`src/rtl/fxp_accumulator.sv`:
```
// Frame accumulator for signed fixed-point product terms with sticky overflow tracking.
// Define FXP_ACC_SAT_EN to clamp the accumulator on overflow; by default it wraps.
module fxp_accumulator #(
    parameter int WII  = 12,
    parameter int WFI  = 7,
    parameter int WIA  = 16,
    parameter int NACC = 8
) (
    input  logic                   clk,
    input  logic                   rst,
    input  logic                   in_valid,
    output logic                   in_ready,
    input  logic [WII+WFI-1:0]     in_data,
    input  logic                   in_ovf,
    input  logic                   in_last,
    output logic                   out_valid,
    input  logic                   out_ready,
    output logic [WIA+WFI-1:0]     out_data,
    output logic                   out_ovf,
    output logic [7:0]             out_count
);
    localparam int WA = WIA + WFI;

    typedef enum logic [1:0] {
        IDLE = 2'd0,
        ACC  = 2'd1,
        DONE = 2'd2
    } state_t;

    state_t                state_q, state_d;
    logic signed [WA-1:0]  acc_q, acc_d;
    logic [7:0]            count_q, count_d;
    logic                  ovf_q, ovf_d;
    logic                  out_valid_q, out_valid_d;
    logic [WA-1:0]         out_data_q, out_data_d;
    logic                  out_ovf_q, out_ovf_d;
    logic [7:0]            out_count_q, out_count_d;

    logic                  accept_s;
    logic signed [WA-1:0]  term_s, base_s, sum_s, acc_next_s;
    logic [7:0]            count_base_s;
    logic                  ovf_base_s, add_ovf_s;

    assign in_ready  = (state_q != DONE);
    assign accept_s  = in_valid && in_ready;
    assign term_s    = WA'($signed(in_data));
    assign out_valid = out_valid_q;
    assign out_data  = out_data_q;
    assign out_ovf   = out_ovf_q;
    assign out_count = out_count_q;

    // Datapath: an IDLE accept adds onto zero, so loading and accumulating share one adder.
    always_comb begin
        base_s       = (state_q == IDLE) ? {WA{1'b0}} : acc_q;
        count_base_s = (state_q == IDLE) ? 8'd0 : count_q;
        ovf_base_s   = (state_q == IDLE) ? 1'b0 : ovf_q;
        sum_s        = base_s + term_s;
        add_ovf_s    = (base_s[WA-1] == term_s[WA-1]) && (sum_s[WA-1] != base_s[WA-1]);
        acc_next_s   = sum_s;
`ifdef FXP_ACC_SAT_EN
        if (add_ovf_s) begin
            acc_next_s = base_s[WA-1] ? {1'b1, {(WA-1){1'b0}}} : {1'b0, {(WA-1){1'b1}}};
        end else begin
            acc_next_s = sum_s;
        end
`endif
    end

    // Next-state and output-register logic.
    always_comb begin
        state_d     = state_q;
        acc_d       = acc_q;
        count_d     = count_q;
        ovf_d       = ovf_q;
        out_valid_d = out_valid_q;
        out_data_d  = out_data_q;
        out_ovf_d   = out_ovf_q;
        out_count_d = out_count_q;
        case (state_q)
            IDLE, ACC: begin
                if (accept_s) begin
                    acc_d   = acc_next_s;
                    count_d = count_base_s + 8'd1;
                    ovf_d   = ovf_base_s | in_ovf | add_ovf_s;
                    if (in_last || (count_d == 8'(NACC))) begin
                        state_d     = DONE;
                        out_valid_d = 1'b1;
                        out_data_d  = acc_next_s;
                        out_count_d = count_d;
                        out_ovf_d   = ovf_d;
                    end else begin
                        state_d = ACC;
                    end
                end else begin
                    state_d = state_q;
                end
            end
            DONE: begin
                if (out_ready) begin
                    state_d     = IDLE;
                    out_valid_d = 1'b0;
                end else begin
                    state_d = DONE;
                end
            end
            default: begin
                state_d     = IDLE;
                out_valid_d = 1'b0;
            end
        endcase
    end

    // State and result registers.
    always_ff @(posedge clk or posedge rst) begin
        if (rst) begin
            state_q     <= IDLE;
            acc_q       <= {WA{1'b0}};
            count_q     <= 8'd0;
            ovf_q       <= 1'b0;
            out_valid_q <= 1'b0;
            out_data_q  <= {WA{1'b0}};
            out_ovf_q   <= 1'b0;
            out_count_q <= 8'd0;
        end else begin
            state_q     <= state_d;
            acc_q       <= acc_d;
            count_q     <= count_d;
            ovf_q       <= ovf_d;
            out_valid_q <= out_valid_d;
            out_data_q  <= out_data_d;
            out_ovf_q   <= out_ovf_d;
            out_count_q <= out_count_d;
        end
    end
endmodule

```
`config.mk`:
```
export PLATFORM = sky130hd
export DESIGN_NAME = fxp_accumulator
export DESIGN_NICKNAME = d
export VERILOG_FILES = /design/src/rtl/fxp_accumulator.sv
export SDC_FILE = /design/constraint.sdc
export NUM_CORES = 1
export LEC_CHECK = 0
export CAP_MARGIN = 25
export CELL_PAD_IN_SITES_DETAIL_PLACEMENT = 2
export CELL_PAD_IN_SITES_GLOBAL_PLACEMENT = 2
export CORE_AREA = 2 2 115 117
export DETAILED_ROUTE_END_ITERATION = 10
export DIE_AREA = 0 0 117 119
export PLACE_DENSITY = 0.86
export SLEW_MARGIN = 20
export SYNTH_ARGS = -nofsm -noshare
export SYNTH_HDL_FRONTEND = slang
export SYNTH_SLANG_ARGS = --single-unit
```
`constraint.sdc`:
```
create_clock -name clk -period 4 [get_ports clk]
set_input_delay 0.4 -clock clk [delete_from_list [all_inputs] [get_ports clk]]
set_output_delay 0.4 -clock clk [all_outputs]
set_load 0.02 [all_outputs]
```
== Yosys cells after proc, flatten, opt, wreduce, memory -nomap -nowiden ==
Cells that the tools add are included.

* Bits in registers: 67
* Input bits: 25
* Output and inout bits: 34
* Logic and storage cells: 40

* Add/sub/neg operators: 2
* Equality and inequality tests: 9
* Mux-type cells: 11
* Bitwise gates (word level): 2
* Reduce and logical (&&, ||, !) cells: 8

{| class="wikitable"
|+ Operators by type and width
! operator !! count
|-
| adder 23 x 19 -> 23 bit || 1
|-
| 2-to-1 mux 23 bit || 1
|-
| adder 8 x 1 -> 8 bit (second input constant) || 1
|-
| == test 8 x 4 -> 1 bit (second input constant) || 1
|-
| 2-to-1 mux 8 bit || 1
|-
| != test 2 bit (second input constant) || 4
|-
| 2-to-1 mux 2 bit || 3
|-
| AND reduction 3 bit || 2
|-
| 2-to-1 mux 1 bit || 4
|-
| case mux 2 bit (2 select lines) || 1
|-
| == test 2 x 1 -> 1 bit (second input constant) || 1
|-
| == test 2 bit (second input constant) || 1
|-
| logical AND 1 bit || 2
|-
| logical NOT 2 bit || 1
|-
| bitwise OR 1 bit || 2
|-
| case mux 1 bit (2 select lines) || 1
|-
| AND reduction 2 bit || 1
|-
| OR reduction 2 bit || 1
|-
| == test 1 bit || 1
|-
| logical OR 1 bit || 1
|-
| != test 1 bit || 1
|}

== Depth between registers and ports, before layout ==
* Depth in word-level cells: 8
* Gate-level depth with buffers: 12
* Gate-level depth less buffers: 10

== Worst setup path after synthesis ==
OpenSTA, ideal clock, no wires.

* Kind: register to register
* Start: register state_q[0]
* End: register out_data_q[22], in the netlist out_data[22]
* Library setup time: 0.095 ns
* Data arrival time: 2.986 ns
* Required time: 3.905 ns
* Path slack: 0.919 ns
* Stages on the path, launching flop included: 13
* Path buffers: 3
* Clock period less this slack: 3.081 ns
* Cells stage by stage: dfrtp_1 -> or2_2 -> clkbuf_1 -> clkbuf_1 -> and2_1 -> ha_1 -> clkbuf_1 -> a21o_1 -> a211o_1 -> nor2b_1 -> a2111oi_4 -> a31oi_1 -> o31ai_1

* Longest elaborated chain between the ends: 6
* Elaborated cells between the ends (all ways): 12
* Those cells by class: add/sub: 2; eq/ne: 3; mux: 2; reduce/logical: 5

{| class="wikitable"
|+ RTL lines
! item !! line !! source
|-
| start: declaration || 30 || <nowiki>state_t state_q, state_d;</nowiki>
|-
| start signal: assignment || 125 || <nowiki>state_q <= state_d;</nowiki>
|-
| logical NOT 2 bit || 54, 55, 79 ||
|-
| 2-to-1 mux 8 bit || 55 || <nowiki>count_base_s = (state_q == IDLE) ? 8'd0 : count_q;</nowiki>
|-
| adder 8 x 1 -> 8 bit || 83 || <nowiki>count_d = count_base_s + 8'd1;</nowiki>
|-
| == test 8 x 4 -> 1 bit || 85 || <nowiki>if (in_last || (count_d == 8'(NACC))) begin</nowiki>
|-
| logical OR 1 bit || 85 ||
|-
| AND reduction 3 bit (no line) || n/a ||
|-
| end signal: assignment || 121 || <nowiki>out_data_q <= {WA{1'b0}};</nowiki>
|-
| end signal: assignment || 130 || <nowiki>out_data_q <= out_data_d;</nowiki>
|-
| end: declaration || 35 || <nowiki>logic [WA-1:0] out_data_q, out_data_d;</nowiki>
|}

Parallel ways exist; a longest one is shown, timed or not.
A chain may end at the register's enable or synchronous reset.

== Worst setup path in the final report ==
* Start: register state_q[1]
* End: register out_data_q[18], in the netlist out_data[18]

Same word-level chain as after synthesis.

==> run summary <==
The library cell with the largest summed area after synthesis is sky130_fd_sc_hd__dfrtp_1. The via count of the first global-routing pass is 4,299. The maximum vdd ir drop is around 0.00030 V. The sum of net half-perimeters after detailed placement came out at 9962 um. The distinct cell type count of the synthesized netlist came out at just under 50.

Entering global routing, the biggest net connects 44 pins. The minimum clock period after layout came out at between 3000 and 4000 ps. The leftover overflow at the end of global routing is 0. The clock net in this run drives a total of 67 sinks. The routed design uses approximately 7300 um of met2 wire.

The final hold slack is ~370 ps. The layout has 1,427 filler cells. In this run the power density over the cells is just under 700 mW/mm2. In the final routed layout, each cell accounts on average for 19.77 um. The number of hold-repair buffers added at the cts stage came out at 0. Static timing analysis puts the maximum clock frequency at roughly 290 MHz. For this block, the initial DRC count from the detailed router was approximately 130. Setup repair after global routing left no endpoint under its margin.

The multi-input logic area is around 0.0024 mm2. The required time of the critical path came out at roughly 4200 ps. The maximum count of clock buffers along a single path came out at 2.

The setup slack of the most critical reg-to-reg path came out at 530 ps. The global placer's final weighted congestion is roughly 0.85. Clock skew on the completed layout was measured at between 7 and 8 ps. In this run the worst hold path is classified as primary input to async pin. The CTS tree is yes. The length of the first detailed-routing pass in iterations is 4. The share of synthesized area in the top cell type comes to 0.3981. The number of antenna violations at the first check in global routing came out at 0. The fraction of final layout cells with drive strength greater than 1 is 0.07930. Of the available clock period, the critical path in the final layout requires 0.8684. The actual slew at the worst max-slew pin is about 640 ps. Setup total negative slack on the finished layout was measured at 0 ps. The standard cell core area came out at between 0.01 and 0.015 mm2.

The remaining number of nets flagged by the antenna check after routing is 0. The clock buffer count from CTS came out at 9. The total number of vias came out at between 3k and 4k.

The cell count after synthesis came out at 461. The highest layer touched by signal routing is met4. The count of cells resized by post-cts repair is 0. The met1 layer wirelength in the final routing came out at 5635 um.

The endpoint identified for the worst register-to-register timing path is out_data[18]. Setup violations remaining at the end of the flow were counted as 0. The worst setup path is captured at a register. After the last flow step, the layout net total stands at 562. The area growth from synthesis to layout came out at 25.10%. The floorplan has 42 rows. For this run, the total global-route usage over all layers was measured as 0.2164. The leakage dissipation came out at around 2.2 nW. The maximum net fanout on the critical path came out at 20.

For this run, the leading register cell type out of synthesis is sky130_fd_sc_hd__dfrtp_1. Dividing the detail-routed via count by the number of cells gives roughly 5.5. The number of setup buffers added after CTS is 0.

The final-report max-slew violation count came out at 0. STA classifies the critical path startpoint as a register. The deepest level of the CTS H-tree came out at 3. Registers take roughly 0.0017 mm2. The CTS clock-pin slew for the worst setup and hold paths is 60 ps. The count of warnings emitted by yosys is 0. The synthesized flop and latch total came out at 67. In this run the tool buffered the top-level ports with between 50 and 60 buffer cells. The wire length of the first global-routing pass came out at about 23,000 um.

The clock latency at the later pin of the worst-skew pair came out at between 300 and 400 ps. STA puts the critical path data arrival time at approximately 3700 ps. Across the run, the number of max-cap violations was 0. The amount of wire on met3 after detailed routing is about 400 um. The floorplan step set the die width to 117 um. The net count of the mapped netlist came out at between 500 and 600. The boundary pin count is 59. The total inserted antenna cells is 0.

The worst setup path is of the register to register kind. The worst register-to-register path begins at state_q[1]. The core utilization of the finished layout came out at 0.4092.

For this configuration, the core starts out at a cell density of 0.3271. The overall die height is 119 um. The mean cell area of the mapped netlist is 9.136 um2. After synthesis, the share of flip-flops with an asynchronous set or reset is 1.000. The post-synthesis sequential area ratio came out at 0.3981. CTS placed an instance of sky130_fd_sc_hd__clkbuf_16 at the clock tree root. Wires add up to ~14,000 um. The flow ran to the end, and the final reports show no timing, DRC or antenna violations.

The depth of the worst register-to-register path came out at 10. The die outline area came out at between 0.01 and 0.015 mm2. By area the synthesized netlist is led by sky130_fd_sc_hd__dfrtp_1, sky130_fd_sc_hd__ha_1, sky130_fd_sc_hd__o21ai_0. The count of flip-flops with a built-in enable after synthesis is 0. The mapped netlist covers approximately 0.0042 mm2.

The remaining max-slew budget at the tightest pin came out at 0.5730. The number of hold violations in the final report was 0. The residual DRC count is 0.
## cell usage after synthesis, types with 10 or more instances
library cell / count
sky130_fd_sc_hd__a21oi_1: 27
sky130_fd_sc_hd__and2_1: 25
sky130_fd_sc_hd__clkbuf_1: 20
sky130_fd_sc_hd__dfrtp_1: 67
sky130_fd_sc_hd__ha_1: 24
sky130_fd_sc_hd__nand2_1: 50
sky130_fd_sc_hd__nor2_1: 17
sky130_fd_sc_hd__nor3_1: 15
sky130_fd_sc_hd__o21ai_0: 52
sky130_fd_sc_hd__o21ai_1: 23
sky130_fd_sc_hd__o31ai_1: 14
sky130_fd_sc_hd__xnor2_1: 10
## logic make-up (layout without fill, tap and decap cells)
| group | Yosys count | count (layout) | synth area share |
|---|---|---|---|
| and+or+nand+nor | 140 | 140 | 0.1681 |
| adders and majority gates | 25 | 25 | 0.07606 |
| buffers and inverters | 29 | 85 | 0.02882 |
| AOI/OAI and AO/OA | 169 | 169 | 0.2576 |
| DFF | 67 | 67 | 0.3981 |
| xor gates and xnor gates | 19 | 19 | 0.03951 |
| muxes | 12 | 12 | 0.03179 |
## layout by cell type (no fill, tap or decap), types with 8 or more instances in the layout
| cell type | n |
|---|---|
| sky130_fd_sc_hd__o31ai_1 | 14 |
| sky130_fd_sc_hd__o21a_1 | 8 |
| sky130_fd_sc_hd__nand2_1 | 50 |
| sky130_fd_sc_hd__xnor2_1 | 10 |
| sky130_fd_sc_hd__and2_1 | 25 |
| sky130_fd_sc_hd__clkdlybuf4s50_1 | 58 |
| sky130_fd_sc_hd__o21ai_0 | 52 |
| sky130_fd_sc_hd__nor3_1 | 15 |
| sky130_fd_sc_hd__a21oi_1 | 27 |
| sky130_fd_sc_hd__o21ai_1 | 23 |
| sky130_fd_sc_hd__nor2_1 | 17 |
| sky130_fd_sc_hd__a211oi_1 | 8 |
| sky130_fd_sc_hd__clkbuf_16 | 9 |
| sky130_fd_sc_hd__ha_1 | 24 |
| sky130_fd_sc_hd__a21o_1 | 8 |
| sky130_fd_sc_hd__xor2_1 | 9 |
| sky130_fd_sc_hd__nand3_1 | 8 |
| sky130_fd_sc_hd__dfrtp_1 | 67 |
| sky130_fd_sc_hd__mux2_1 | 8 |
## layout make-up
class,count,area share
clock buffers,10,0.04346
clock inverters,6,0.01259
flip-flops and latches,67,0.3182
repair buffers,65,0.1225
inverters,4,0.002850
well taps,176,0.04180
multi-input cells,365,0.4586
## report_power, final
| group | switching, mW | internal [mW] | total [mW] |
|---|---|---|---|
| Combinational | 1.00 | 0.718 | 1.72 |
| Clock | 0.320 | 0.482 | 0.802 |
| Sequential | 0.156 | 0.935 | 1.09 |
| Total | 1.48 | 2.14 | 3.61 |
## metrics by stage
stage / instance area, um2 / instances / setup WS, ps / power, mW
2_1_floorplan: 4212 / 461 / 918.7 / 2.145
3_3_place_gp: 4954 / 676 / 774.8 / 2.703
3_5_place_dp: 4954 / 676 / 584.6 / 2.810
4_1_cts: 5249 / 692 / 547.4 / 3.654
5_1_grt: 5269 / 693 / 267.4 / 3.879
6_report: 5269 / 693 / 526.4 / 3.614
## flip-flops by register name, summed over array words and instances, names as in the netlist
register	count
acc_q	23
out_data	23
count_q	8
out_count	8
state_q	2
out_ovf	1
out_valid	1
ovf_q	1
## per-layer routing
metal,GRT usage,vias to the layer above
li1,-,1787
met1,0.2523,1936
met2,0.3851,68
met3,0.04631,30
met4,0.07721,0
met5,0,-
## worst max-delay path, stage by stage (launching register included)
cell and delay, ps:
sky130_fd_sc_hd__dfrtp_1 440, sky130_fd_sc_hd__or2_2 480, sky130_fd_sc_hd__and2_1 240, sky130_fd_sc_hd__ha_1 220
sky130_fd_sc_hd__fa_1 450, sky130_fd_sc_hd__a211oi_1 390, sky130_fd_sc_hd__o21a_1 200, sky130_fd_sc_hd__o21ai_0 160
sky130_fd_sc_hd__a21oi_1 320, sky130_fd_sc_hd__xnor2_1 150, sky130_fd_sc_hd__mux2_1 300
## worst max path at each step
stage / endpoint / startpoint / depth (start not counted) / slack, ps
floorplan: out_data[22] / state_q[0] / 12 / 920
global placement: out_data[18] / state_q[0] / 10 / 770
detailed placement: acc_q[22] / state_q[0] / 10 / 580
CTS: out_data[18] / state_q[0] / 10 / 550
global route: acc_q[22] / state_q[0] / 9 / 270
finish: out_data[18] / state_q[1] / 10 / 530
(Power assumes the default switching activity.)
